--- config.mk ---
export PLATFORM = sky130hd
export DESIGN_NAME = fetch_prefetch
export DESIGN_NICKNAME = d
export VERILOG_FILES = /design/src/rtl/xrisc_fetch_pkg.sv /design/src/rtl/fetch_fifo.sv /design/src/rtl/fetch_prefetch.sv
export SDC_FILE = /design/constraint.sdc
export NUM_CORES = 1
export LEC_CHECK = 0
export BUFFER_PORTS_ARGS = -buffer_cell sky130_fd_sc_hd__buf_2
export CELL_PAD_IN_SITES_DETAIL_PLACEMENT = 1
export CELL_PAD_IN_SITES_GLOBAL_PLACEMENT = 1
export CORE_MARGIN = 1.5
export CORE_UTILIZATION = 53
export DETAILED_ROUTE_END_ITERATION = 8
export PLACE_DENSITY = 0.84
export SYNTH_ARGS = -nofsm -noshare
export SYNTH_HDL_FRONTEND = slang
export SYNTH_SLANG_ARGS = --single-unit
--- constraint.sdc ---
create_clock -name clk -period 6.05 [get_ports clk]
set_input_delay 0.605 -clock clk [delete_from_list [all_inputs] [get_ports clk]]
set_output_delay 0.605 -clock clk [all_outputs]
set_load 0.01 [all_outputs]
--- src/rtl/xrisc_fetch_pkg.sv ---
// Shared types and constants for the XRISC instruction fetch front end.
package xrisc_fetch_pkg;

  localparam logic [31:0] RESET_PC_DEFAULT = 32'h0;
  localparam int unsigned BYTES_PER_WORD   = 4;

  typedef struct packed {
    logic [31:0] instr;
    logic [31:0] pc;
  } fetch_entry_t;

  // Byte position within the word currently being assembled
  typedef enum logic [1:0] {
    StByte0,
    StByte1,
    StByte2,
    StByte3
  } byte_state_e;

endpackage

--- src/rtl/fetch_fifo.sv ---
// Prefetch FIFO of {instr, pc} entries with synchronous flush; flush beats push/pop.
module fetch_fifo
  import xrisc_fetch_pkg::*;
#(
  parameter int unsigned DEPTH = 4
) (
  input  logic         clk,
  input  logic         reset,
  input  logic         flush,
  input  logic         push,
  input  fetch_entry_t push_entry,
  input  logic         pop,
  output fetch_entry_t head,
  output logic         full,
  output logic         empty
);

  localparam int unsigned PtrW = $clog2(DEPTH);
  localparam int unsigned CntW = PtrW + 1;
  localparam logic [CntW-1:0] CntFull = CntW'(DEPTH);

  fetch_entry_t mem [DEPTH];

  logic [PtrW-1:0] wr_ptr_q, wr_ptr_d;
  logic [PtrW-1:0] rd_ptr_q, rd_ptr_d;
  logic [CntW-1:0] count_q, count_d;
  logic            pop_ok, push_ok;

  assign empty   = (count_q == '0);
  assign full    = (count_q == CntFull);
  assign pop_ok  = pop && !empty;
  // A full FIFO still accepts a push when the head leaves in the same cycle
  assign push_ok = push && (!full || pop_ok);
  assign head    = mem[rd_ptr_q];

  always_comb begin
    wr_ptr_d = wr_ptr_q;
    rd_ptr_d = rd_ptr_q;
    count_d  = count_q;
    if (flush) begin
      wr_ptr_d = '0;
      rd_ptr_d = '0;
      count_d  = '0;
    end else begin
      if (push_ok) wr_ptr_d = wr_ptr_q + PtrW'(1);
      if (pop_ok)  rd_ptr_d = rd_ptr_q + PtrW'(1);
      unique case ({push_ok, pop_ok})
        2'b10:   count_d = count_q + CntW'(1);
        2'b01:   count_d = count_q - CntW'(1);
        default: count_d = count_q;
      endcase
    end
  end

  always_ff @(posedge clk or negedge reset) begin
    if (!reset) begin
      wr_ptr_q <= '0;
      rd_ptr_q <= '0;
      count_q  <= '0;
    end else begin
      wr_ptr_q <= wr_ptr_d;
      rd_ptr_q <= rd_ptr_d;
      count_q  <= count_d;
    end
  end

  // Storage needs no reset: the head is only observed while count is non-zero
  always_ff @(posedge clk) begin
    if (push_ok && !flush) begin
      mem[wr_ptr_q] <= push_entry;
    end
  end

endmodule

--- src/rtl/fetch_prefetch.sv ---
// XRISC fetch front end: byte-serial ROM walk, big-endian word assembly, prefetch FIFO.
// Optional stall counter port/logic enabled by defining FETCH_STATS_EN.
module fetch_prefetch
  import xrisc_fetch_pkg::*;
#(
  parameter int unsigned DEPTH    = 4,
  parameter logic [31:0] RESET_PC = RESET_PC_DEFAULT
) (
  input  logic        clk,
  input  logic        reset,
  input  logic        redirect,
  input  logic [31:0] redirect_pc,
  output logic [31:0] rom_addr,
  input  logic [7:0]  rom_data,
  output logic        instr_valid,
  output logic [31:0] instr,
  output logic [31:0] instr_pc,
  input  logic        instr_ready
`ifdef FETCH_STATS_EN
  ,
  output logic [15:0] fetch_stall_cnt
`endif
);

  logic [31:0] fpc_q;
  byte_state_e byte_q;
  logic [23:0] asm_q;

  fetch_entry_t push_entry, head_entry;
  logic         fifo_full, fifo_empty;
  logic         push, pop;
  logic         unused_redirect_lsb;

  assign unused_redirect_lsb = ^redirect_pc[1:0];

  assign rom_addr   = fpc_q + {30'd0, byte_q};
  assign pop        = !fifo_empty && instr_ready;
  assign push       = (byte_q == StByte3) && !redirect && (!fifo_full || pop);
  assign push_entry = '{instr: {asm_q, rom_data}, pc: fpc_q};

  // Head outputs come only from registered FIFO state
  assign instr_valid = !fifo_empty;
  assign instr       = fifo_empty ? 32'd0 : head_entry.instr;
  assign instr_pc    = fifo_empty ? 32'd0 : head_entry.pc;

  fetch_fifo #(
    .DEPTH (DEPTH)
  ) u_fifo (
    .clk        (clk),
    .reset      (reset),
    .flush      (redirect),
    .push       (push),
    .push_entry (push_entry),
    .pop        (pop),
    .head       (head_entry),
    .full       (fifo_full),
    .empty      (fifo_empty)
  );

  always_ff @(posedge clk or negedge reset) begin
    if (!reset) begin
      fpc_q  <= RESET_PC;
      byte_q <= StByte0;
      asm_q  <= '0;
    end else if (redirect) begin
      fpc_q  <= {redirect_pc[31:2], 2'b00};
      byte_q <= StByte0;
      asm_q  <= '0;
    end else begin
      unique case (byte_q)
        StByte0: begin
          asm_q  <= {asm_q[15:0], rom_data};
          byte_q <= StByte1;
        end
        StByte1: begin
          asm_q  <= {asm_q[15:0], rom_data};
          byte_q <= StByte2;
        end
        StByte2: begin
          asm_q  <= {asm_q[15:0], rom_data};
          byte_q <= StByte3;
        end
        StByte3: begin
          // Without a push the last byte is simply re-read next cycle
          if (push) begin
            fpc_q  <= fpc_q + 32'(BYTES_PER_WORD);
            byte_q <= StByte0;
          end
        end
        default: byte_q <= StByte0;
      endcase
    end
  end

`ifdef FETCH_STATS_EN
  logic [15:0] stall_cnt_q;

  always_ff @(posedge clk or negedge reset) begin
    if (!reset) begin
      stall_cnt_q <= '0;
    end else if (fifo_empty && (stall_cnt_q != 16'hFFFF)) begin
      stall_cnt_q <= stall_cnt_q + 16'd1;
    end
  end

  assign fetch_stall_cnt = stall_cnt_q;
`endif

endmodule

==> flow_summary.json, run 1 <==
{
  "cts_resized": 0,
  "place_area_sq_um": 13690,
  "maxSlewHeadroom": 0.2271,
  "cp_slowest_cell": "and3_2",
  "fin_total_pwr_mw": 4.938,
  "fp-row-count": 56,
  "fin_crit_ns": 3.685,
  "grt_pass1_vias": 7832,
  "ir_worst_vdd_uv": 218.5,
  "arrival_ns": 3.88,
  "pre_cts_ws_ns": 2.368,
  "pwr_density_cell_nw_per_um2": 335.8,
  "cp.buffers_inverters": 2,
  "postLayoutCoreUtil": 0.6227,
  "tns_ns": 0,
  "async_flop_share": 0.2026,
  "p_switching_mw": 1.182,
  "htree_levels": 1,
  "grt_overflow": 0,
  "p_int_mw": 3.756,
  "maxCapViolCount": 0,
  "core-area_sq_um": 23610,
  "ios": 141,
  "design_area_sq_um": 14700,
  "synthCells": 777,
  "drtIter0Drc": 429,
  "cts_setup_buffers": 0,
  "status": "complete, no violations",
  "syn_area_per_cell_sq_um": 16.51,
  "insertion_delay_ns": 0.55,
  "drv_slew": 0,
  "ys.flop_type": "edfxtp_1",
  "crit_path_end_kind": "register",
  "worst_slew_pin_slew_ns": 1.159,
  "hold_slack_ns": 0.2786,
  "ys_warn_count": 0,
  "cts_hold_buf": 0,
  "antenna_left": 0,
  "die_x_um": 158.6,
  "required_ns": 6.25,
  "vias": 7313,
  "r2r_setup_slack_ns": 2.36,
  "fmax_mhz": 271.4,
  "cts_root_buffer": "clkbuf_16",
  "clk_pin_slew_ns": 0.06,
  "p_leak_nw": 5.234,
  "clock_skew_ns": 0.01496,
  "cts_max_path_buffers": 3,
  "first_pass_iters": 5,
  "fin_nets": 935,
  "cp_max_fo": 40,
  "gp_congestion": 0.7444,
  "ys_ff_latch": 311,
  "drc": 0,
  "grt.total_usage": 0.2450,
  "design.die.area_sq_um": 25150,
  "area_growth_pct": 14.60,
  "layout_common_cells": "248 x edfxtp_1, 136 x buf_2, 65 x and2_1",
  "crit_chain": "ha_2, buf_4, nor2b_1, and3_2, buf_4",
  "finish.cell_count_without_fillers": 1228,
  "hp-class": "primary input to async pin",
  "cts_tree": "built",
  "layout_commonest_cell": "edfxtp_1",
  "ys_seq_area_frac": 0.7033,
  "wl_um": 29840,
  "dp_cells": 1168,
  "start_util": 0.5434,
  "grt_start_max_net_pins": 65,
  "switching_share": 0.2393,
  "path_common_cell": "buf_4",
  "antenna_found_initial": 2,
  "synth-edff-count": 248,
  "place_hpwl_um": 18090,
  "yosysUniqueCellTypes": 47,
  "cts_made_buffers": 31,
  "wl_per_cell_um": 24.30,
  "rsz0062_at_grt": "false",
  "p_seq_frac": 0.508,
  "setup_viol": 0,
  "hold_violations": 0,
  "p_comb_frac": 0.109,
  "finalCritPeriodShare": 0.6091,
  "via_per_inst": 5.955,
  "crit_family": "simple AND/OR/NAND/NOR gates",
  "port-buffer-count": 136,
  "die_h_um": 158.6,
  "worstSetupStartpointType": "register",
  "cpPeakStageDelay_ns": 1.05,
  "fin_ws_ns": 2.365,
  "post_synth_instance_area_sq_um": 12830,
  "grt_pass1_wl_um": 45240,
  "critical_path_class": "register to register",
  "drive_above_1_share": 0.2955,
  "clkPwrFrac": 0.383,
  "clock_sinks": 311
}
## cells in the mapped netlist (all sizes together) (2+ instances only)
cell / instances / area share
xnor2: 7 / 0.0048
mux2i: 25 / 0.020
o31ai: 18 / 0.011
nor3: 2 / 0.00078
nand3: 12 / 0.0055
ha: 8 / 0.0078
clkbuf: 55 / 0.016
a21oi: 6 / 0.0023
dfrtp: 63 / 0.12
or3: 5 / 0.0024
nor2b: 2 / 0.00097
inv: 8 / 0.0023
nor2: 54 / 0.016
nand4: 5 / 0.0024
mux4: 62 / 0.11
a31oi: 19 / 0.0093
buf: 20 / 0.0089
nor4: 4 / 0.0019
and2: 65 / 0.032
nor4b: 2 / 0.0014
or4: 19 / 0.011
edfxtp: 248 / 0.58
nand2: 25 / 0.0073
o21ai: 15 / 0.0059
nand4b: 2 / 0.0014
and3: 7 / 0.0035
xor2: 5 / 0.0034
## final cells by class
cell class	count	area [sq um]
fillers	2150	8909
diodes	2	5.005
flip-flops and latches	311	9029
inverters	8	30.03
well taps	319	399.1
clock buffers	38	812.0
repair buffers	147	763.2
multi-input cells	383	3466
clock inverters	20	200.2
## routing by layer
metal,vias to the layer above,part of all wire,GRT usage
li1,3174,-,-
met1,3851,0.40,0.3129
met2,233,0.53,0.4396
met3,55,0.041,0.02831
met4,0,0.023,0.07744
met5,-,0,0
## path summary, 6_finish.rpt
path | start | end | cells after the start
worst min-delay path | reset | asm_q[10] | 2
min in group clk | redirect_pc[7] | fpc_q[7] | 3
max in group asynchronous | reset | u_fifo.rd_ptr_q[0] | 2
worst min register to register | asm_q[23] | u_fifo.mem[2][63] | 0
worst max-delay path | byte_q[1] | u_fifo.mem[0][25] | 5
worst max register to register | byte_q[1] | u_fifo.mem[0][25] | 5
## worst register-to-register path, cell delays in order, from the launching register on
cell and delay, ns:
dfrtp_1 0.43, ha_2 0.21, buf_4 0.50, nor2b_1 0.59, and3_2 1.05, buf_4 0.54
## kinds of logic after synthesis
logic type                 Yosys count  share of synthesized area
AOI/OAI and AO/OA                   62                    0.03169
other                                1                  0.0002923
adders and majority gates            9                   0.009362
buffers and inverters               84                    0.02808
and+or+nand+nor                    210                    0.08991
xor gates and xnor gates            12                   0.008191
muxes                               88                     0.1292
DFF                                311                     0.7033
## registers in the layout (all words and copies together), names as in the netlist
signal	count
u_fifo.rd_ptr_q	2
asm_q	24
u_fifo.count_q	3
u_fifo.wr_ptr_q	2
byte_q	2
u_fifo.mem	248
fpc_q	30
## power by group through the flow
stage / clock network, mW / logic (mW) / registers, mW
after floorplan: 0 / 0.370 / 2.49
after global placement: 0 / 0.514 / 2.54
after detailed placement: 0 / 0.540 / 2.55
after CTS: 1.92 / 0.546 / 2.51
after global routing: 2.00 / 0.586 / 2.52
final: 1.89 / 0.537 / 2.51
No activity file was read; power rests on OpenSTA's default activity.
==> inputs of run 2 (changes only) <==
--- a/config.mk
+++ b/config.mk
@@ -9,9 +9,9 @@
 export CELL_PAD_IN_SITES_DETAIL_PLACEMENT = 1
 export CELL_PAD_IN_SITES_GLOBAL_PLACEMENT = 1
 export CORE_MARGIN = 1.5
-export CORE_UTILIZATION = 53
+export CORE_UTILIZATION = 45
 export DETAILED_ROUTE_END_ITERATION = 8
-export PLACE_DENSITY = 0.84
+export PLACE_DENSITY = 0.76
 export SYNTH_ARGS = -nofsm -noshare
 export SYNTH_HDL_FRONTEND = slang
 export SYNTH_SLANG_ARGS = --single-unit
==> constraint.sdc (replaced) <==
create_clock -name clk -period 3.3 [get_ports clk]
set_input_delay 0.33 -clock clk [delete_from_list [all_inputs] [get_ports clk]]
set_output_delay 0.33 -clock clk [all_outputs]
set_load 0.01 [all_outputs]
==> run 2 against run 1 <==
Net effect: first-iteration DRC count grew 0.23%; critical endpoint is now instr_pc[31]; clock skew shrank 0.0047 ns; worst setup slack lost 2.0 ns; cell count grew 6.0%; cell area grew 2.3%; flip-flop and latch count is the same; sequential share of layout area shrank 1.4 points; global-route usage shrank 4.4 points; hold slack lost 0.25 ns.
==> flow_summary.json, run 2 (same netlist as run 1, synthesis figures left out) <==
{
  "status": "complete, no violations",
  "insertion_delay_ns": 0.55,
  "layout_commonest_cell": "edfxtp_1",
  "tns_ns": 0,
  "htree_levels": 1,
  "cts_tree": "built",
  "cts_root_buffer": "clkbuf_16",
  "clk_pin_slew_ns": 0.06,
  "antenna_found_initial": 1,
  "largest_reg_flops": 248,
  "cp_max_fo": 24,
  "cts_made_buffers": 31,
  "antenna_left": 0,
  "clock_sinks": 311,
  "grt_start_max_net_pins": 64,
  "clock_skew_ns": 0.01026,
  "worstSetupStartpointType": "register",
  "maxCapViolCount": 0,
  "fin_ws_ns": 0.4125,
  "cts_max_path_buffers": 3,
  "setup_viol": 0,
  "crit_path_end_kind": "primary output",
  "drv_slew": 0,
  "fp-row-count": 61,
  "p_leak_nw": 5.365,
  "pwr_density_cell_nw_per_um2": 621.1,
  "required_ns": 2.97,
  "core-area_sq_um": 27930,
  "p_comb_frac": 0.110,
  "start_util": 0.4593,
  "drive_above_1_share": 0.3019,
  "worst_r2r_path_depth": 5,
  "hp-start": "rom_data[0]",
  "finalCritPeriodShare": 0.8750,
  "hp-class": "primary input to register",
  "layout_common_cells": "248 x edfxtp_1, 135 x buf_2, 65 x and2_1",
  "hold_violations": 0,
  "r2r_setup_slack_ns": 0.66,
  "cts_setup_buffers": 0,
  "via_per_inst": 5.545,
  "grt_pass1_vias": 7724,
  "hold_path_end": "u_fifo.mem[0][32]",
  "grt.total_usage": 0.2013,
  "r2r_end": "fpc_q[17]",
  "grt_overflow": 0,
  "top_register": "u_fifo.mem",
  "wl_um": 29030,
  "die_x_um": 171.9,
  "die_h_um": 171.9,
  "ir_worst_vdd_uv": 353.5,
  "grt_pass1_wl_um": 44510,
  "drtIter0Drc": 430,
  "critical_path_class": "register to primary output",
  "drc": 0,
  "hold_path_depth": 1,
  "worst_slew_pin_slew_ns": 0.9516,
  "clkPwrFrac": 0.401,
  "rsz0062_at_grt": "false",
  "arrival_ns": 2.56,
  "diodes": 0,
  "fin_total_pwr_mw": 9.343,
  "port-buffer-count": 136,
  "r2r-start": "byte_q[1]",
  "p_seq_frac": 0.489,
  "gp_congestion": 0.7452,
  "fmax_mhz": 346.3,
  "design.die.area_sq_um": 29540,
  "place_hpwl_um": 17490,
  "crit_start": "u_fifo.rd_ptr_q[0]",
  "top_regs": "u_fifo.mem x248, fpc_q x30, asm_q x24",
  "first_pass_iters": 5,
  "pre_cts_ws_ns": 0.6423,
  "switching_share": 0.2332,
  "fin_nets": 953,
  "wl_per_cell_um": 22.30,
  "vias": 7219,
  "design_area_sq_um": 15040,
  "place_area_sq_um": 13880,
  "dp_cells": 1237,
  "p_int_mw": 7.164,
  "area_growth_pct": 17.23,
  "fillers": 2662,
  "fin_crit_ns": 2.887,
  "maxSlewHeadroom": 0.3656,
  "p_switching_mw": 2.179,
  "finish.cell_count_without_fillers": 1302,
  "ios": 141
}
[run 2: cell types whose count changed in the layout (fill, tap and decap cells not counted), sizes merged]
cell         before  now
bufinv            4    7
clkinv           14   10
dlygate4sd3       0    8
clkbuf           38   39
diode             2    0
buf             147  157
inv               9    8
[run 2: worst max path at each step]
stage / end / slack [ns]
after global routing: instr_pc[16] / 0.27
after floorplan: u_fifo.mem[0][10] / 0.23
after global placement: fpc_q[13] / 0.69
after detailed placement: fpc_q[13] / 0.64
final: instr_pc[31] / 0.41
after CTS: instr_pc[29] / 0.34
[run 2: what timing repair did]
item	in CTS	in global routing
endpoints found under the setup margin	0	0
hold buffers	8	0
gates resized for setup	0	0
endpoints found under the hold margin	70	0
[run 2: layer usage]
metal,part of all wire,up-vias,wire length [um],global-route usage
li1,-,3215,-,-
met3,0.051,44,1482,0.03227
met2,0.51,201,14870,0.3589
met5,0.00045,-,13,0
met4,0.018,2,533,0.04802
met1,0.42,3757,12130,0.2586
[run 2: area by class of cell]
cell class              count  area [sq um]  share of cell area
flip-flops and latches    311          9029              0.6002
multi-input cells         383          3466              0.2304
repair buffers            165         958.4             0.06372
clock buffers              39         825.8             0.05490
well taps                 378         473.0             0.03144
clock inverters            18         260.3             0.01730
inverters                   8         30.03            0.001996
[run 2: stage by stage]
step	hold WS [ns]	utilization
after floorplan	0.03441	-
after global placement	0.4962	0.4967
after detailed placement	0.5138	0.4967
after CTS	0.0007075	0.5385
after global routing	0.01099	0.5385
final	0.03015	0.5385
[run 2: worst max-delay path, cell delays in order (launching register included)]
cell and delay, ns:
dfrtp_4 0.75, buf_4 0.34, mux4_2 0.54, and2_1 0.21
buf_2 0.15
[run 2: power by group through the flow]
stage	Clock (mW)	Sequential [mW]	Combinational (mW)
3_5_place_dp	0	4.65	1.04
4_1_cts	3.81	4.57	1.05
6_report	3.75	4.57	1.02
3_3_place_gp	0	4.64	1.01
2_1_floorplan	0	4.57	0.678
5_1_grt	3.94	4.60	1.13
==> inputs of run 3 (changes only) <==
--- a/config.mk
+++ b/config.mk
@@ -8,6 +8,7 @@
 export BUFFER_PORTS_ARGS = -buffer_cell sky130_fd_sc_hd__buf_2
 export CELL_PAD_IN_SITES_DETAIL_PLACEMENT = 1
 export CELL_PAD_IN_SITES_GLOBAL_PLACEMENT = 1
+export CORE_ASPECT_RATIO = 1.4
 export CORE_MARGIN = 1.5
 export CORE_UTILIZATION = 45
 export DETAILED_ROUTE_END_ITERATION = 8
==> run 3 against run 2 <==
Net effect: flip-flop and latch count is the same; utilization shrank 1.5 points; sequential share of layout area grew 1.1 points; combinational power is essentially flat; first-iteration DRC count shrank 36%; clock-buffer cell count grew 3; critical path type unchanged; largest cell class unchanged; highest routed layer is now met4.
==> flow_summary.json, run 3 (same netlist as run 1, synthesis figures left out) <==
{
  "rsz0062_at_grt": "false",
  "die_x_um": 145.7,
  "grt_use_met1": 0.2350,
  "design_area_sq_um": 14770,
  "layout_commonest_cell": "edfxtp_1",
  "largest_reg_flops": 248,
  "grt_start_max_net_pins": 65,
  "setup_viol": 0,
  "cts_made_buffers": 29,
  "design.die.area_sq_um": 29550,
  "drive_above_1_share": 0.2989,
  "fin_nets": 942,
  "gp_congestion": 0.7333,
  "vias": 7129,
  "fp-row-count": 73,
  "top_register": "u_fifo.mem",
  "maxCapViolCount": 0,
  "crit_start": "u_fifo.rd_ptr_q[0]",
  "grt_overflow": 0,
  "worstSetupStartpointType": "register",
  "start_util": 0.4546,
  "hp-class": "primary input to register",
  "wl_um": 28250,
  "r2r-start": "byte_q[1]",
  "drv_slew": 0,
  "arrival_ns": 2.53,
  "cts_setup_buffers": 0,
  "maxSlewHeadroom": 0.2808,
  "p_leak_nw": 5.229,
  "cts_resized": 0,
  "grt.total_usage": 0.1954,
  "place_area_sq_um": 13880,
  "grt_pass1_wl_um": 44240,
  "diodes": 0,
  "antenna_left": 0,
  "hold_slack_ns": 0.01148,
  "via_per_inst": 5.548,
  "clk_pin_slew_ns": 0.07,
  "port-buffer-count": 136,
  "layout_common_cells": "248 x edfxtp_1, 136 x buf_2, 65 x and2_1",
  "hold_violations": 0,
  "top_regs": "u_fifo.mem x248, fpc_q x30, asm_q x24",
  "use_met2": 0.3670,
  "fin_ws_ns": 0.4415,
  "status": "complete, no violations",
  "antenna_found_initial": 0,
  "cts_max_path_buffers": 3,
  "place_hpwl_um": 17660,
  "worst_slew_pin_slew_ns": 1.079,
  "postLayoutCoreUtil": 0.5233,
  "ir_worst_vdd_uv": 381.5,
  "crit_path_end_kind": "primary output",
  "fillers": 2692,
  "wl_per_cell_um": 21.98,
  "die_h_um": 202.8,
  "core-area_sq_um": 28220,
  "drc": 0,
  "hp-start": "redirect_pc[6]",
  "fin_crit_ns": 2.858,
  "cp_max_fo": 22,
  "clock_sinks": 311,
  "top_usage_layer": "met2",
  "critical_path_class": "register to primary output",
  "pwr_density_cell_nw_per_um2": 586.8,
  "finalCritPeriodShare": 0.8662,
  "pre_cts_ws_ns": 0.6985,
  "fmax_mhz": 349.8,
  "first_pass_iters": 5,
  "use_met3": 0.02180,
  "cts_root_buffer": "clkbuf_16",
  "required_ns": 2.97,
  "htree_levels": 1,
  "ios": 141,
  "tns_ns": 0,
  "grt_pass1_vias": 7688,
  "insertion_delay_ns": 0.54,
  "clock_skew_ns": 0.01892,
  "cts_tree": "built",
  "drtIter0Drc": 277,
  "area_growth_pct": 15.09
}
run 3: changes by cell type in the layout (fill, tap and decap cells not counted), sizes merged:
cell	delta
clkinv	-1
dlygate4sd3	-7
clkbuf	+3
buf	-2
bufinv	-7
run 3: stage by stage:
stage | cells | power (mW)
3_5_place_dp | 1232 | 5.679
6_report | 1285 | 8.666
3_3_place_gp | 1232 | 5.636
5_1_grt | 1285 | 8.987
2_1_floorplan | 778 | 5.251
4_1_cts | 1285 | 8.777
run 3: final timing paths:
check	to	slack, ns	depth (start not counted)
worst max-delay path	instr[16]	0.44	4
worst min-delay path	fpc_q[6]	0.01	3
worst max register to register	fpc_q[13]	0.69	6
worst min register to register	u_fifo.mem[3][62]	0.52	0
max in group asynchronous	asm_q[11]	1.95	3
min in group asynchronous	fpc_q[26]	0.52	2
run 3: layout make-up:
class | count | area, sq um | area share
Sequential cell | 311 | 9029 | 0.6114
Multi-Input combinational cell | 383 | 3466 | 0.2347
Timing Repair Buffer | 156 | 895.9 | 0.06066
Clock buffer | 42 | 814.5 | 0.05516
Tap cell | 375 | 469.2 | 0.03177
Clock inverter | 10 | 63.81 | 0.004321
Inverter | 8 | 30.03 | 0.002033
run 3: where the power goes:
part	switching [mW]	internal, mW	leakage [nW]	total [mW]
registers	0.176	4.39	3.03	4.57
clock network	1.39	1.71	0.428	3.10
logic	0.544	0.454	1.77	0.998
total	2.11	6.56	5.23	8.67
run 3: what timing repair did:
action,CTS,global route
setup endpoints to repair,0,0
hold endpoints to repair,33,0
hold buffers,1,0
run 3: critical path, cell delays in order, from the launching register on:
cell and delay [ns]:
dfrtp_4 0.72, buf_4 0.37, mux4_2 0.57, and2_1 0.19, buf_2 0.14
run 3: layer usage:
metal | vias to the layer above | wire, um
met5 | - | 0
met4 | 0 | 756
met3 | 52 | 957
met2 | 168 | 15250
met1 | 3728 | 11280
li1 | 3181 | -
